[config.mk]
export PLATFORM = sky130hd
export DESIGN_NAME = addsub_rr_arbiter
export DESIGN_NICKNAME = d
export VERILOG_FILES = /design/src/rtl/addsub_arb_pkg.sv /design/src/rtl/addsub4.sv /design/src/rtl/addsub_rr_arbiter_rr_grant.sv /design/src/rtl/addsub_rr_arbiter.sv
export SDC_FILE = /design/constraint.sdc
export NUM_CORES = 1
export LEC_CHECK = 0
export BUFFER_PORTS_ARGS = -buffer_cell sky130_fd_sc_hd__buf_2
export CORE_MARGIN = 2
export CORE_UTILIZATION = 53
export DETAILED_ROUTE_END_ITERATION = 6
export GPL_TIMING_DRIVEN = 0
export PLACE_DENSITY = 0.91
export SYNTH_ARGS = -nofsm -noshare
export SYNTH_HDL_FRONTEND = slang
export SYNTH_HIERARCHICAL = 1
export SYNTH_SLANG_ARGS = --single-unit
[constraint.sdc]
create_clock -name clk -period 5.9 [get_ports clk]
set_clock_uncertainty 0.15 [all_clocks]
set_input_delay 0.295 -clock clk [delete_from_list [all_inputs] [get_ports clk]]
set_output_delay 0.295 -clock clk [all_outputs]
set_load 0.02 [all_outputs]
[src/rtl/addsub_arb_pkg.sv]
// Shared types and the round-robin search helper for addsub_rr_arbiter.
// Used in both builds of the block (ADDSUB_ARB_CMP_EN defined or not).
package addsub_arb_pkg;

    typedef enum logic [1:0] {
        IDLE,
        EXEC,
        HOLD
    } state_t;

    localparam logic MODE_ADD = 1'b0;
    localparam logic MODE_SUB = 1'b1;

    localparam int unsigned MAX_REQ = 8;

    typedef struct packed {
        logic       found;
        logic [2:0] idx;
    } pick_t;

    // First asserted bit of req at or above ptr, wrapping at n (n <= MAX_REQ, ptr < n).
    function automatic pick_t rr_pick(input logic [MAX_REQ-1:0] req,
                                      input logic [2:0]         ptr,
                                      input int unsigned        n);
        pick_t       r;
        int unsigned pos;
        r = '0;
        for (int unsigned k = 0; k < MAX_REQ; k++) begin
            pos = 32'(ptr) + k;
            if (pos >= n) pos = pos - n;
            if (k < n && !r.found && req[pos[2:0]]) begin
                r.found = 1'b1;
                r.idx   = pos[2:0];
            end
        end
        return r;
    endfunction

endpackage

[src/rtl/addsub4.sv]
// Existing 4-bit adder/subtractor: sub=1 computes a + ~b + 1.
module addsub4 (
    input  logic [3:0] a,
    input  logic [3:0] b,
    input  logic       sub,
    output logic [3:0] result,
    output logic       cout
);

    logic [3:0] b_eff;
    logic [4:0] sum;

    always_comb begin
        b_eff  = sub ? ~b : b;
        sum    = {1'b0, a} + {1'b0, b_eff} + {4'b0000, sub};
        result = sum[3:0];
        cout   = sum[4];
    end

endmodule

[src/rtl/addsub_rr_arbiter_rr_grant.sv]
// Combinational round-robin picker: one-hot grant and encoded index of the winner.
module rr_grant
    import addsub_arb_pkg::*;
#(
    parameter  int unsigned NREQ = 4,
    localparam int unsigned IDW  = $clog2(NREQ)
) (
    input  logic [NREQ-1:0] req,
    input  logic [IDW-1:0]  ptr,
    output logic [NREQ-1:0] grant,
    output logic [IDW-1:0]  idx
);

    logic [MAX_REQ-1:0] req_ext;
    pick_t              pick;

    always_comb begin
        req_ext           = '0;
        req_ext[NREQ-1:0] = req;
        pick              = rr_pick(req_ext, 3'(ptr), NREQ);
        idx               = pick.idx[IDW-1:0];
        grant             = '0;
        if (pick.found) grant[pick.idx[IDW-1:0]] = 1'b1;
    end

endmodule

[src/rtl/addsub_rr_arbiter.sv]
// Round-robin arbiter sharing one add/sub datapath among NREQ requesters.
// Define ADDSUB_ARB_CMP_EN to add registered rsp_eq/rsp_lt/rsp_gt outputs.
module addsub_rr_arbiter
    import addsub_arb_pkg::*;
#(
    parameter  int unsigned NREQ  = 4,
    parameter  int unsigned WIDTH = 4,
    localparam int unsigned IDW   = $clog2(NREQ)
) (
    input  logic                  clk,
    input  logic                  rst_n,
    input  logic [NREQ-1:0]       req_valid,
    output logic [NREQ-1:0]       req_ready,
    input  logic [NREQ*WIDTH-1:0] req_a,
    input  logic [NREQ*WIDTH-1:0] req_b,
    input  logic [NREQ-1:0]       req_mode,
    output logic                  rsp_valid,
    input  logic                  rsp_ready,
    output logic [IDW-1:0]        rsp_id,
    output logic [WIDTH-1:0]      rsp_result,
    output logic                  rsp_cout
`ifdef ADDSUB_ARB_CMP_EN
    ,
    output logic                  rsp_eq,
    output logic                  rsp_lt,
    output logic                  rsp_gt
`endif
);

    state_t           state;
    logic [IDW-1:0]   rr_ptr;
    logic [IDW-1:0]   op_id;
    logic [WIDTH-1:0] op_a;
    logic [WIDTH-1:0] op_b;
    logic             op_mode;

    logic [NREQ-1:0]  grant;
    logic [IDW-1:0]   win_idx;
    logic [IDW-1:0]   ptr_next;
    logic [WIDTH-1:0] dp_result;
    logic             dp_cout;

    rr_grant #(.NREQ(NREQ)) u_rr_grant (
        .req   (req_valid),
        .ptr   (rr_ptr),
        .grant (grant),
        .idx   (win_idx)
    );

    // Grant only in IDLE and never while reset is held.
    always_comb begin
        req_ready = '0;
        if (state == IDLE && rst_n) req_ready = grant;
    end

    always_comb begin
        ptr_next = win_idx + 1'b1;
        if (win_idx == IDW'(NREQ - 1)) ptr_next = '0;
    end

    generate
        if (WIDTH == 4) begin : g_dp4
            addsub4 u_addsub4 (
                .a      (op_a),
                .b      (op_b),
                .sub    (op_mode),
                .result (dp_result),
                .cout   (dp_cout)
            );
        end else begin : g_dp_inline
            localparam int unsigned SW = WIDTH + 1;
            logic [WIDTH:0] sum;
            always_comb begin
                sum       = {1'b0, op_a} + {1'b0, (op_mode == MODE_SUB) ? ~op_b : op_b} + SW'(op_mode);
                dp_result = sum[WIDTH-1:0];
                dp_cout   = sum[WIDTH];
            end
        end
    endgenerate

`ifdef ADDSUB_ARB_CMP_EN
    logic cmp_eq, cmp_lt, cmp_gt;
    always_comb begin
        cmp_eq = (op_a == op_b);
        cmp_lt = (op_a <  op_b);
        cmp_gt = (op_a >  op_b);
    end
`endif

    always_ff @(posedge clk or negedge rst_n) begin
        if (!rst_n) begin
            state      <= IDLE;
            rr_ptr     <= '0;
            op_id      <= '0;
            op_a       <= '0;
            op_b       <= '0;
            op_mode    <= MODE_ADD;
            rsp_valid  <= 1'b0;
            rsp_id     <= '0;
            rsp_result <= '0;
            rsp_cout   <= 1'b0;
`ifdef ADDSUB_ARB_CMP_EN
            rsp_eq     <= 1'b0;
            rsp_lt     <= 1'b0;
            rsp_gt     <= 1'b0;
`endif
        end else begin
            case (state)
                IDLE: begin
                    if (|grant) begin
                        op_a    <= req_a[32'(win_idx) * WIDTH +: WIDTH];
                        op_b    <= req_b[32'(win_idx) * WIDTH +: WIDTH];
                        op_mode <= req_mode[win_idx];
                        op_id   <= win_idx;
                        rr_ptr  <= ptr_next;
                        state   <= EXEC;
                    end
                end
                EXEC: begin
                    rsp_result <= dp_result;
                    rsp_cout   <= dp_cout;
                    rsp_id     <= op_id;
                    rsp_valid  <= 1'b1;
`ifdef ADDSUB_ARB_CMP_EN
                    rsp_eq     <= cmp_eq;
                    rsp_lt     <= cmp_lt;
                    rsp_gt     <= cmp_gt;
`endif
                    state      <= HOLD;
                end
                HOLD: begin
                    if (rsp_ready) begin
                        rsp_valid <= 1'b0;
                        state     <= IDLE;
                    end
                end
                default: state <= IDLE;
            endcase
        end
    end

endmodule
# After elaboration in Yosys (flattened, before gate mapping)

Index checks and enable logic that the tools add are counted.

Word-level logic and storage cells: 81
Register bits: 23

Shift operators: 2
Equal/unequal tests: 5
Reduce and logical (&&, ||, !) cells: 14
Multiplexer cells: 29
Bitwise gates (word level): 1
Add/subtract/negate cells: 10
$lt $le $gt $ge: 10

Operator list:

| cell                  | number |
|---|---|
| $ge A32 B3 Y1 const B | 3 |
| $shiftx A16 B5 Y4     | 2 |
| $mux W4               | 7 |
| $lt A3 B4 Y1 const B  | 4 |
| $bmux W1 S3           | 4 |
| $mux W3               | 4 |
| $sub A3 B3 Y3 const B | 3 |
| $mux W1               | 7 |
| $add A2 B2 Y3 const B | 2 |
| $mux W2               | 3 |
| $pmux W2 S3           | 1 |
| $reduce_and A2 Y1     | 3 |
| $add A4 B4 Y5         | 1 |
| $add A5 B1 Y5         | 1 |
| $logic_and A1 B1 Y1   | 5 |
| $eq A2 B2 Y1 const B  | 2 |
| $not A4 Y4            | 1 |
| $reduce_or A4 Y1      | 1 |
| $add A2 B1 Y3 const B | 1 |
| $ge A2 B3 Y1 const B  | 1 |
| $logic_not A1 Y1      | 3 |
| $lt A2 B3 Y1 const B  | 1 |
| $sub A2 B3 Y3 const B | 1 |
| $add A2 B1 Y2 const B | 1 |
| other kinds (9)       | 9 |

# Logic depth before layout (Yosys ltp)

Word-level depth: 22
Depth in mapped cells: 8
Gate-level depth less buffers: 6

# Cells and area by module

The synthesis kept the hierarchy.

Modules (own cells, without submodules):

| module            | cells each | instances | area each (um^2) |
|---|---|---|---|
| addsub_rr_arbiter | 72         | 1         | 1169.9 |
| rr_grant          | 31         | 1         | 197.7 |
| addsub4           | 20         | 1         | 180.2 |

# Worst setup path before layout

Ideal clock, no wire load.

Path type: reg-to-reg
Start point: reg rr_ptr[1]
End point: reg op_a[3]
Path slack: 3.504 ns
Stages on the path, launching flop included: 8
Data required time: 5.625 ns
Library setup time: 0.125 ns
Period minus slack after synthesis: 2.396 ns
Buffers on the path: 2
Data arrival time: 2.121 ns
Cell sequence: dfrtp_1 > buf_6 > mux2i_1 > nor2_1 > a311oi_1 > buf_6 > mux4_2 > mux2_4

Longest elaborated chain between the ends: 21
Elaborated cells on any way between the ends: 42
Classes of those cells: add/sub (7); order compare (6); shift (1); mux (19); reduce/logical (9)

Ends and longest elaborated chain:

| what                                                                   | RTL line                         | source |
|---|---|---|
| start, declared                                                        | addsub_rr_arbiter.sv:31          | `logic [IDW-1:0] rr_ptr;` |
| start signal, assigned                                                 | addsub_rr_arbiter.sv:115         | `rr_ptr <= ptr_next;` |
| parallel branches: the longest is 13 deep, another holds $ge A32 B3 Y1 | n/a                              |  |
| $mux W4 (*)                                                            | addsub_arb_pkg.sv:31             | `if (k < n && !r.found && req[pos[2:0]]) begin` |
| net win_idx[0]                                                         | addsub_rr_arbiter.sv:38          | `logic [IDW-1:0] win_idx;` |
| $lt A2 B3 Y1 (not written as such) or $ge A2 B1 Y1 (tied branches)     | addsub_rr_arbiter_rr_grant.sv:23 | `if (pick.found) grant[pick.idx[IDW-1:0]] = 1'b1;` |
| $logic_and A1 B1 Y1 (not written as such)                              | addsub_rr_arbiter_rr_grant.sv:23 |  |
| $mux W1 (not written as such)                                          | addsub_rr_arbiter_rr_grant.sv:23 |  |
| $demux W1 S2                                                           | n/a                              |  |
| $mux W4                                                                | addsub_rr_arbiter_rr_grant.sv:23 |  |
| $reduce_or A4 Y1                                                       | addsub_rr_arbiter.sv:110         | `if (\|grant) begin` |
| $reduce_and A2 Y1 (no source line)                                     | n/a                              |  |
| end signal, assigned                                                   | addsub_rr_arbiter.sv:111         | `op_a <= req_a[32'(win_idx) * WIDTH +: WIDTH];` |
| end, declared                                                          | addsub_rr_arbiter.sv:33          | `logic [WIDTH-1:0] op_a;` |

Mark *: on every way through the listed nets, which the timed path passes. The select of a mux whose other input is x is not followed.
A chain may end at the register's enable or synchronous reset.

# Final worst setup path

Ends and elaborated chain as after synthesis.

==> summary by stage <==
Run status
The run finished with clean final reports.

Critical path
STA classifies the critical path endpoint as a flop. At the worst endpoint, the arrival time is 2690 ps. The highest net fanout along the worst path is 10.

The worst reg2reg path startpoint is rr_ptr[1]. By startpoint and endpoint, the worst setup path is classified as flop to flop. The most critical setup path has its startpoint at rr_ptr[1]. The required time at the endpoint of the critical path is 5970 ps.

The startpoint class of the critical path is a flop.

STA
The achievable frequency is around 0.38 GHz. The transition at the pin with the smallest max-transition slack is 558 ps. In the post-route analysis, the smallest setup slack over all paths is roughly 3300 ps. The number of endpoints with negative hold slack in the final report was 0.

After routing, the total negative slack on setup checks comes to 0 ps. Setup violations remaining at the end of the flow were counted as 0. Setup repair after global routing left no endpoint under its margin.

The minimum clock period is 2620 ps. The max-slew headroom at the worst pin is 62.8%. The ratio of final minimum period to clock period is between 40% and 50%. The number of max-slew violations in the final report is 0.

Logic synthesis
The adder and majority cell fraction of the synthesized area is 4.53%. The number of enable flip-flop cells after synthesis is 0. The simple-gate portion of the synthesized area is around 9.8%.

After synthesis, the netlist uses 38 different library cells. The instance count of the mapped netlist is roughly 120. By area the synthesized netlist is led by dfrtp_1 (37%), mux4_2 (12%), mux2_2 (9.5%). The post-synthesis xor/xnor area fraction is approximately 2.8%. The mapped netlist covers about 1500 um2. After synthesis, the share of flip-flops with an asynchronous set or reset is 100%. The biggest area contributor in the post-synthesis netlist is dfrtp_1. After synthesis, the largest family of logic cells by area is multiplexers. The compound-gate portion of the synthesized area is 9.54%. The register bit total from synthesis is 23.

The dominant synthesized flop cell is dfrtp_1. The number of nets in the synthesized netlist is 171. The per-instance average area after synthesis is ~13 um2. The portion of netlist area occupied by mux cells is between 30% and 40%. The total number of yosys warnings is 6. Summing the sequential cell areas from Yosys gives about 37% of the chip area. The area share of the leading cell type in the synthesized netlist is between 30 and 40%.

Route
The number of optimization iterations in the first detailed-route pass is 4. The residual DRC count is 0. After detailed routing, the number of vias per cell comes to slightly below 6. The count of antenna-violating nets left after detailed routing is 0. The violation count after the first detailed-route iteration is 37. After detailed routing, the total wire length is around 3.3 mm. The detailed-route via count is around 1,200.

The routed length per placed instance is between 15 and 20 um.

Final layout
The number of diodes is 0. The layout has roughly 190 filler cells. In the final layout, the share of cells above drive strength 1 is 54.2%. In the final layout, the multi-input gates occupy ~900 um2. In the final design database the tool counted around 230 nets.

From synthesis to final layout, the design area changed by 21.4%. The storage element area is 576 um2.

Global routing
The total overflow reported by the global router is 0. The pin count of the biggest net entering global routing is 28. Global routing used ~22% of the available tracks. The number of antenna violations at the first check in global routing came to 0. The via count of the first global-routing pass is between 1,000 and 1,500. The first global-routing pass estimated 5.63 mm of wire.

Clock tree
The number of resized instances in the post-cts repair step is 0. TritonCTS built the clock tree. The buffer cell driving the clock tree root is clkbuf_4. The number of clock sinks is 23. The clock network latency to the later pin of the worst-skew pair is just over 300 ps. The maximum count of clock buffers along a single path is 2.

The number of buffers added by the clock tree synthesis step is 3. The clock-pin slew of the registers on the worst-case setup and hold paths is around 130 ps. CTS built an H-tree with a depth of 1.

Die
The initialized floorplan defines 19 standard-cell rows. The floorplan step defined a die boundary enclosing 3370 um2. For this configuration, the core starts out at a cell density of around 56%. The die width is about 58 um.

The y dimension of the die is between 50 and 60 um. The total area inside the core boundary comes to around 2800 um2. The I/O pin total is 55.

Power and ir drop
The design draws approximately 1100 uW. The power per standard cell area is slightly below 600 nW/um2. Summed over all cells, the static leakage comes to 0.000918 uW. The maximum resistive drop on vdd is 433 uV.

Place
The worst-case setup slack after placement is 3300 ps. The HPWL after detailed placement is roughly 2.5 mm. The number of buffer cells added on primary ports is 51.

The congestion estimate from routability-driven global placement came to just under 0.8.

Hold path
The hold path startpoint is rsp_ready. The type of the tightest min-delay check is input port to flop.

Run
The number of maximum-capacitance constraint violations is 0.
[synth_stat cells, drive strengths merged, types with 2 or more instances]
cell    count
dfrtp      23
mux2       21
a21oi       9
mux4        9
nor2        6
buf         5
inv         5
xor2        5
and3        4
ha          4
clkbuf      3
o21ai       3
nand4       2
nor3b       2
o21bai      2
o221a       2
[cell usage in the layout, fill, tap and decap left out, types with 2 or more instances in the layout]
cell	synthesis	final
a21oi_1	9	9
and3_1	4	4
buf_2	2	53
buf_6	3	3
clkbuf_2	2	2
clkbuf_4	0	3
dfrtp_1	23	23
ha_1	4	4
inv_1	5	5
mux2_2	13	13
mux2_4	8	8
mux4_2	8	8
nand4_1	2	2
nor2_1	6	6
nor3b_1	2	2
o21ai_0	3	3
o21bai_1	2	2
o221a_2	2	2
xor2_1	5	5
[sequential cells by signal (all words and copies together), names as in the netlist, 2 cells and up]
name        cells
op_a            4
op_b            4
op_id           2
rr_ptr          2
rsp_id          2
rsp_result      4
state           2
[where the power goes]
part           switching, uW  total [uW]  internal (uW)
Clock                   48.7        74.1           25.4
Sequential              70.7         313            242
Combinational            328         702            374
[metrics by stage]
stage,hold WS [ps],cells,util [%],instance area (um2)
3_5_place_dp,166,205,66.8,1840
3_3_place_gp,146,205,66.8,1840
2_1_floorplan,-151,123,-,1550
4_1_cts,159,210,68.1,1880
5_1_grt,221,210,68.1,1880
6_report,176,210,68.1,1880
[routing by layer]
metal  GRT usage, %  up-vias  share of wire (%)
met5              0        -                  0
met4           13.0        0                3.9
met3           3.13       12                6.1
met2           37.5       59                 51
met1           27.6      586                 39
li1               -      575                  -
[path summary, 6_finish.rpt]
kind	endpoint	slack, ps	cells past startpoint
min in group asynchronous	op_b[1]	350	2
hold / removal	rsp_valid	180	4
setup reg to reg	op_a[3]	3280	7
hold reg to reg	rsp_cout	370	1
setup / recovery	op_a[3]	3280	7
max in group asynchronous	rsp_valid	4880	2
[critical path, stage by stage (launching register included)]
cell,delay [ps]
dfrtp_1,430
buf_6,160
mux2i_1,180
nor2_1,50
a311oi_1,500
buf_6,250
mux4_2,530
mux2_4,270
[cell type report]
| class | instances | area share, % |
|---|---|---|
| clock inverters | 1 | 0.266 |
| multi-input cells | 87 | 47.7 |
| inverters | 5 | 0.999 |
| clock buffers | 3 | 1.20 |
| flip-flops and latches | 23 | 30.6 |
| plain buffers | 8 | 3.06 |
| well taps | 31 | 2.06 |
| repair buffers | 52 | 14.1 |
[logic make-up (layout without fill, tap and decap cells)]
logic type / Yosys count / in the layout
adders and majority gates: 5 / 5
AOI/OAI and AO/OA: 22 / 22
xor gates and xnor gates: 5 / 5
DFF: 23 / 23
buffers and inverters: 13 / 69
and+or+nand+nor: 24 / 24
muxes: 31 / 31
[repair_timing]
item                                   CTS  global route
setup buffers                            0             0
endpoints found under the hold margin   23             0
hold buffers                             1             0
No activity file was read; power rests on OpenSTA's default activity.
